## config.mk

```make
export PLATFORM = sky130hd
export DESIGN_NAME = regfile_wb_arbiter
export DESIGN_NICKNAME = d
export VERILOG_FILES = /design/src/rtl/regfile_wb_arbiter.sv
export SDC_FILE = /design/constraint.sdc
export NUM_CORES = 1
export LEC_CHECK = 0
export ABC_AREA = 0
export CAP_MARGIN = 0
export CORE_AREA = 2 2 118 120
export DETAILED_ROUTE_END_ITERATION = 8
export DIE_AREA = 0 0 120 122
export PLACE_DENSITY = 0.61
export SLEW_MARGIN = 30
export SYNTH_ARGS = -nofsm -noshare
export SYNTH_HDL_FRONTEND = slang
export SYNTH_SLANG_ARGS = --single-unit
```

## constraint.sdc

```tcl
create_clock -name clk -period 6.4 [get_ports clk]
set_clock_uncertainty 0.2 [all_clocks]
set_input_delay 1.28 -clock clk [delete_from_list [all_inputs] [get_ports clk]]
set_output_delay 1.28 -clock clk [all_outputs]
set_load 0.1 [all_outputs]
```

## src/rtl/regfile_wb_arbiter.sv

```systemverilog
// Register-file writeback arbiter: pipeline writes vs. buffered load returns.
// Two-entry load FIFO with live bits, starvation stall and collision flag.
module regfile_wb_arbiter #(
   parameter int unsigned STARVE_LIMIT = 4
) (
   input  logic        clk,
   input  logic        rst_n,
   input  logic        ex_we,
   input  logic [4:0]  ex_waddr,
   input  logic [31:0] ex_wdata,
   input  logic        ld_valid,
   output logic        ld_ready,
   input  logic [4:0]  ld_waddr,
   input  logic [31:0] ld_wdata,
   output logic        rf_we,
   output logic [4:0]  rf_waddr,
   output logic [31:0] rf_wdata,
   output logic        stall_req,
   output logic [1:0]  ld_pending,
   output logic        err_collide
);

   localparam logic [3:0] LIMIT = 4'(STARVE_LIMIT);

   typedef struct packed {
      logic        live;
      logic [4:0]  addr;
      logic [31:0] data;
   } ent_t;

   ent_t       s0_q, s1_q, s0_n, s1_n;
   ent_t       c0, c1, in_ent;
   logic [1:0] cnt_q, cnt_n;
   logic [3:0] starve_q, starve_n;
   logic       err_q;
   logic       ex_req, head_live, grant_ld, grant_ex;
   logic       pop, push;

   assign ld_pending  = cnt_q;
   assign ld_ready    = (cnt_q != 2'd2);
   assign stall_req   = (starve_q >= LIMIT);
   assign err_collide = err_q;

   // Grant decision, live-bit kill, FIFO shift/append and starve update.
   always_comb begin
      ex_req    = ex_we && (ex_waddr != 5'd0);
      head_live = (cnt_q != 2'd0) && s0_q.live;
      grant_ld  = head_live && (!ex_req || stall_req);
      grant_ex  = ex_req && !grant_ld;
      pop       = (cnt_q != 2'd0) && (!s0_q.live || grant_ld);
      push      = ld_valid && ld_ready && (ld_waddr != 5'd0);
      in_ent    = {1'b1, ld_waddr, ld_wdata};
      c0 = s0_q;
      c1 = s1_q;
      if (grant_ex) begin
         if (c0.addr == ex_waddr) c0.live = 1'b0;
         if (c1.addr == ex_waddr) c1.live = 1'b0;
      end
      s0_n  = c0;
      s1_n  = c1;
      cnt_n = cnt_q;
      if (pop) begin
         s0_n  = c1;
         cnt_n = cnt_q - 2'd1;
      end
      if (push) begin
         if (cnt_n == 2'd0) s0_n = in_ent;
         else               s1_n = in_ent;
         cnt_n = cnt_n + 2'd1;
      end
      if (head_live && !grant_ld)
         starve_n = (starve_q == 4'hF) ? starve_q : starve_q + 4'd1;
      else
         starve_n = 4'd0;
   end

   // FIFO, starve counter and sticky error state.
   always_ff @(posedge clk or negedge rst_n) begin
      if (!rst_n) begin
         s0_q     <= '0;
         s1_q     <= '0;
         cnt_q    <= 2'd0;
         starve_q <= 4'd0;
         err_q    <= 1'b0;
      end else begin
         s0_q     <= s0_n;
         s1_q     <= s1_n;
         cnt_q    <= cnt_n;
         starve_q <= starve_n;
         if (ex_req && grant_ld) err_q <= 1'b1;
      end
   end

   // Registered register-file write port; address/data hold when idle.
   always_ff @(posedge clk or negedge rst_n) begin
      if (!rst_n) begin
         rf_we    <= 1'b0;
         rf_waddr <= 5'd0;
         rf_wdata <= 32'd0;
      end else if (grant_ex) begin
         rf_we    <= 1'b1;
         rf_waddr <= ex_waddr;
         rf_wdata <= ex_wdata;
      end else if (grant_ld) begin
         rf_we    <= 1'b1;
         rf_waddr <= s0_q.addr;
         rf_wdata <= s0_q.data;
      end else begin
         rf_we    <= 1'b0;
      end
   end

endmodule

```

# After elaboration in Yosys (flattened, before gate mapping)
# Index checks and enable logic that the tools add are counted.
dict set report word_totals {
  register_bits 121
  input_bits 78
  output_inout_bits 43
  wordCells 61
}
dict set report op_classes {
  addsub 3
  order_cmp 1
  n_eq_ne 5
  muxes 19
  bitwise_logic 1
  n_reduce_logical 20
}
# cell count
set op_table {}
lappend op_table {{$mux 38} 5}
lappend op_table {{$mux 32} 2}
lappend op_table {{$eq 5x5->1} 2}
lappend op_table {{$mux 5} 2}
lappend op_table {{$reduce_bool 5->1} 2}
lappend op_table {{$logic_and 1x1->1} 9}
lappend op_table {{$mux 4} 2}
lappend op_table {{$mux 1} 6}
lappend op_table {{$add 4x1->4 const B} 1}
lappend op_table {{$eq 4x4->1 const B} 1}
lappend op_table {{$ge 4x3->1 const B} 1}
lappend op_table {{$mux 2} 2}
lappend op_table {{$ne 2x2->1 const B} 2}
lappend op_table {{$reduce_bool 2->1} 2}
lappend op_table {{$logic_not 1->1} 3}
lappend op_table {{$add 2x1->2 const B} 1}
lappend op_table {{$logic_not 2->1} 1}
lappend op_table {{$logic_or 1x1->1} 2}
lappend op_table {{$reduce_and 2->1} 1}
lappend op_table {{$sub 2x1->2 const B} 1}
lappend op_table {{$not 1->1} 1}

# Depth between registers and ports, before layout
dict set report logic_depth {
  ltp_word 11
  depth_mapped 12
  mapped_depth_nobuf 9
}

# Least setup slack after synthesis
# Ideal clock, no wire load.
dict set report synth_path {
  kind {input to register}
  startpoint {input port ex_waddr[0]}
  endpoint {register s1_q (netlist bit c1[16])}
  setup_time_ps 125
  arrival_ps 3251
  t_required_ps 6075
  slack_ps 2824
  stages 10
  path_buffers 3
  path_cell_list {nor3_1 nand2_1 a41oi_1 buf_2 xnor2_1 ha_1 nor2b_4 buf_6 buf_6 mux2_4}
}
dict set report synth_between {
  elab_chain_cells 11
}
# item line
set synth_rtl {}
lappend synth_rtl {{start, declared} 9} ;# input logic [4:0] ex_waddr,
lappend synth_rtl {{$reduce_bool 5->1} 46} ;# ex_req = ex_we && (ex_waddr != 5'd0);
lappend synth_rtl {{$logic_and 1x1->1} 46}
lappend synth_rtl {{$logic_not 1->1} 48} ;# grant_ld = head_live && (!ex_req || stall_req);
lappend synth_rtl {{$logic_or 1x1->1} 48}
lappend synth_rtl {{$logic_and 1x1->1} 48}
lappend synth_rtl {{$logic_or 1x1->1} 50} ;# pop = (cnt_q != 2'd0) && (!s0_q.live || grant_ld);
lappend synth_rtl {{$logic_and 1x1->1} 50}
lappend synth_rtl {{$mux 2} 62} ;# if (pop) begin
lappend synth_rtl {{$logic_not 2->1} 67} ;# if (cnt_n == 2'd0) s0_n = in_ent;
lappend synth_rtl {{$not 1->1 (no source line)} n/a}
lappend synth_rtl {{$reduce_and 2->1 (no source line)} n/a}
lappend synth_rtl {{end signal, assigned} 87} ;# s1_q <= s1_n;
lappend synth_rtl {{end, declared} 31} ;# ent_t s0_q, s1_q, s0_n, s1_n;
# Every way passes these cells.
# A chain may end at the register's enable or synchronous reset.

# Worst setup path in the final report
dict set report layout_path {
  startpoint {input port ex_waddr[0]}
  endpoint {register s1_q (netlist bit c1[24])}
}
# Same word-level chain as after synthesis.

==> load_flow_metrics.sql <==
INSERT INTO impl_metrics (metric_group, metric, value, unit) VALUES
('cts', 'buffer_count_from_post_cts_setup_fixing', '0', ''),
('critical_path', 'critPathSlowestCell', 'sky130_fd_sc_hd__nor2b_4', ''),
('critical_path', 'critical-path-top-delay-family', 'buffers and inverters', ''),
('cts', 'clkTransAtPathRegs', '60', 'ps'),
('placed_design', 'gpl.final_weighted_congestion', '0.833', ''),
('yosys', 'ys_top_cells_by_count', 'sky130_fd_sc_hd__dfrtp_1 (121), sky130_fd_sc_hd__nor2_1 (113), sky130_fd_sc_hd__a21oi_1 (75), sky130_fd_sc_hd__nand2_1 (43), sky130_fd_sc_hd__o22ai_1 (37)', ''),
('drt', 'detailedRoute.firstIterationViolations', '207', ''),
('global_route', 'first_global_vias', '4260', ''),
('drt', 'via_count', '4090', ''),
('drt', 'viasPerCell', '5.02', ''),
('yosys', 'ys_seq_area_share', '57.9', '%'),
('yosys', 'postSynthRegisterBits', '121', ''),
('worst_hold_path', 'min_path_type', 'reg2reg', ''),
('global_route', 'grt_start_max_net_pins', '78', ''),
('job', 'cap_violations', '0', ''),
('timing', 'report.final.setup_viol', '0', ''),
('cts', 'cts_tree', 'done', ''),
('floorplan', 'placementRows', '43', ''),
('yosys', 'netlist_top_cells_area', 'sky130_fd_sc_hd__dfrtp_1 (58%), sky130_fd_sc_hd__nor2_1 (8.1%), sky130_fd_sc_hd__a21oi_1 (7.2%)', ''),
('timing', 'clock.fmax', '0.213', 'GHz'),
('placed_design', 'dp_hpwl', '8.88', 'mm'),
('floorplan', 'core-area', '13500', 'um2'),
('yosys', 'synthFlopType', 'sky130_fd_sc_hd__dfrtp_1', ''),
('global_route', 'grt_first_pass_wirelength', '22.1', 'mm'),
('finish', 'n_antenna_cell', '0', ''),
('cts', 'htreeDepth', '4', ''),
('cts', 'cts_inserted_buffers', '17', ''),
('cts', 'root_buffer', 'sky130_fd_sc_hd__clkbuf_16', ''),
('critical_path', 'worst_path_most_repeated_cell', 'sky130_fd_sc_hd__buf_4', ''),
('yosys', 'synth_largest_type_area_fraction', '57.9', '%'),
('drt', 'detail_route.first_pass.iterations', '4', ''),
('cts', 'cts_num_sinks', '121', ''),
('timing', 'min_period_over_period', '73.3', '%'),
('timing', 'fin_tns_setup', '0', 'ps'),
('yosys', 'post-synth-top-count-cell', 'sky130_fd_sc_hd__dfrtp_1', ''),
('drt', 'drt-wirelength-per-cell', '16.5', 'um'),
('critical_path', 'crit_type', 'in2reg', ''),
('yosys', 'synthesis.yosys.warnings', '0', ''),
('timing', 'hold_violations', '0', ''),
('critical_path', 'crit_path_max_incr_delay', '680', 'ps'),
('timing', 'relSlewSlack', '32.6', '%'),
('critical_path', 'critical_path.endpoint_type', 'flip-flop', ''),
('finish', 'layout-drive-gt1-share', '13.2', '%'),
('critical_path', 'worst_setup_path_start_kind', 'primary input', ''),
('timing', 'unrepaired_setup_endpoints_after_global_routing', 'no', ''),
('global_route', 'grt_util_all_layers', '19.5', '%'),
('yosys', 'syn_nets', '586', ''),
('cts', 'cts-resized-gates', '0', ''),
('critical_path', 'cp.buffers_inverters', '3', ''),
('critical_path', 'cp_max_fo', '40', ''),
('placed_design', 'io_buffers', '120', ''),
('finish', 'nets', '703', ''),
('timing', 'slew_at_the_pin_with_the_worst_max_slew_slack', '1010', 'ps'),
('timing', 'period_needed', '4690', 'ps'),
('yosys', 'postSynthCellCount', '504', ''),
('global_route', 'globalRouteOverflowTotal', '0', ''),
('yosys', 'syn-cell-area', '5230', 'um2'),
('drt', 'remaining_drc_errors', '0', ''),
('yosys', 'synth_enable_flop_cells', '0', ''),
('floorplan', 'initial_standard_cell_utilization_of_the_core', '38.7', '%'),
('critical_path', 'worstPathArrival', '4780', 'ps'),
('cts', 'cts.path.max_buffers', '2', ''),
('global_route', 'grt_antenna_before_repair', '0', ''),
('cts', 'worst_skew_pair.late_latency', '410', 'ps'),
('floorplan', 'die_x', '120', 'um'),
('floorplan', 'die-area', '14600', 'um2'),
('drt', 'final_antenna_net_count', '0', ''),
('floorplan', 'chipHeight', '122', 'um'),
('timing', 'drv_slew', '0', ''),
('critical_path', 'worst-endpoint-required', '6490', 'ps'),
('status', 'outcome', 'completed', ''),
('drt', 'wirelength', '13.5', 'mm'),
('cts', 'hold_buffers', '0', ''),
('yosys', 'synthDistinctLibCells', '34', ''),
('floorplan', 'boundaryPins', '121', ''),
('yosys', 'netlist.top_cell.by_area', 'sky130_fd_sc_hd__dfrtp_1', ''),
('yosys', 'synthesis.area_per_instance', '10.4', 'um2'),
('yosys', 'synth_async_sr_flop_share', '100', '%'),
('finish', 'synthToLayoutAreaGrowth', '38.6', '%'),
('critical_path', 'timing.critical_path.cells', 'clkdlybuf4s50_1 > nor3_1 > nand2_1 > a41oi_4 > buf_4 > xnor2_1 > ha_1 > nor2b_4 > buf_4 > mux2_4', '');
## through the flow
| stage | utilization [%] | cells | worst slack, ps | hold WS, ps | instance area, um2 |
|---|---|---|---|---|---|
| after CTS | 53.7 | 814 | 1710 | 248 | 7250 |
| final | 53.7 | 814 | 1710 | 244 | 7250 |
| after floorplan | - | 504 | 2820 | 218 | 5230 |
| after detailed placement | 48.9 | 782 | 1280 | 239 | 6610 |
| after global routing | 53.7 | 814 | 1470 | 280 | 7250 |
| after global placement | 48.7 | 780 | 1390 | 229 | 6580 |
## layer usage
layer	up-vias	share of wire, %	global-route usage [%]
li1	1953	-	-
met1	1996	45	25.6
met2	125	47	31.3
met3	16	5.5	5.10
met4	0	1.8	7.06
met5	-	0	0
## sequential cells by signal, indices dropped and copies added, names as in the netlist
signal and count:
rf_waddr 5, err_collide 1, s1_q 1, starve_q 4, s0_q 1, c0 37
rf_wdata 32, ld_pending 2, rf_we 1, c1 37
## final cells by class
type,count,area (um2)
inverter,6,22.5
clock inverter,13,194
multi-input combinational,346,2050
sequential,121,3030
clock buffer,19,443
fill,1182,6250
tap,180,225
timing repair buffer,129,1280
## final timing paths
| path | from | to | cells after the start | slack (ps) |
|---|---|---|---|---|
| hold reg to reg | starve_q[0] | starve_q[0] | 1 | 240 |
| hold / removal | starve_q[0] | starve_q[0] | 1 | 240 |
| setup / recovery | ex_waddr[0] | c1[24] | 10 | 1710 |
| max in group asynchronous | rst_n | c0[19] | 2 | 4270 |
| setup reg to reg | ld_pending[0] | c1[24] | 9 | 2830 |
| min in group asynchronous | rst_n | rf_waddr[1] | 1 | 680 |
## kinds of logic (layout without fill, tap and decap cells)
family	after synthesis	in the layout	synth area share [%]
mux	37	37	9.33
xor+xnor	12	12	2.01
flops	121	121	57.9
compound gates	124	124	13.6
other cells	1	1	0.0717
simple gates	168	168	12.6
fa+ha+maj	4	4	0.957
buf+inv	37	167	3.49
## cell usage in the layout, fill, tap and decap left out, types with 3 or more instances in the layout
master / Yosys / layout
sky130_fd_sc_hd__dfrtp_1: 121 / 121
sky130_fd_sc_hd__buf_4: 0 / 7
sky130_fd_sc_hd__ha_1: 4 / 4
sky130_fd_sc_hd__nor2_1: 113 / 113
sky130_fd_sc_hd__xor2_1: 4 / 4
sky130_fd_sc_hd__o22ai_1: 37 / 37
sky130_fd_sc_hd__mux2_2: 18 / 18
sky130_fd_sc_hd__bufinv_16: 0 / 4
sky130_fd_sc_hd__clkdlybuf4s50_1: 0 / 119
sky130_fd_sc_hd__mux2_4: 19 / 19
sky130_fd_sc_hd__inv_1: 6 / 6
sky130_fd_sc_hd__clkinv_4: 0 / 3
sky130_fd_sc_hd__a21oi_1: 75 / 75
sky130_fd_sc_hd__nand2_1: 43 / 43
sky130_fd_sc_hd__xnor2_1: 8 / 8
sky130_fd_sc_hd__clkinvlp_4: 0 / 4
sky130_fd_sc_hd__clkbuf_16: 0 / 17
sky130_fd_sc_hd__nor3_1: 4 / 4
## worst register-to-register path: stages (launching register included)
cell and delay (ps):
sky130_fd_sc_hd__dfrtp_1 420, sky130_fd_sc_hd__inv_1 90, sky130_fd_sc_hd__ha_1 260, sky130_fd_sc_hd__a41oi_4 170, sky130_fd_sc_hd__buf_4 420, sky130_fd_sc_hd__xnor2_1 190, sky130_fd_sc_hd__ha_1 280, sky130_fd_sc_hd__nor2b_4 680
sky130_fd_sc_hd__buf_4 400, sky130_fd_sc_hd__mux2_4 340
Power is left out: the tool's default activity adds up to more than one toggle a clock period on the data nets, which glitch-free logic cannot reach.
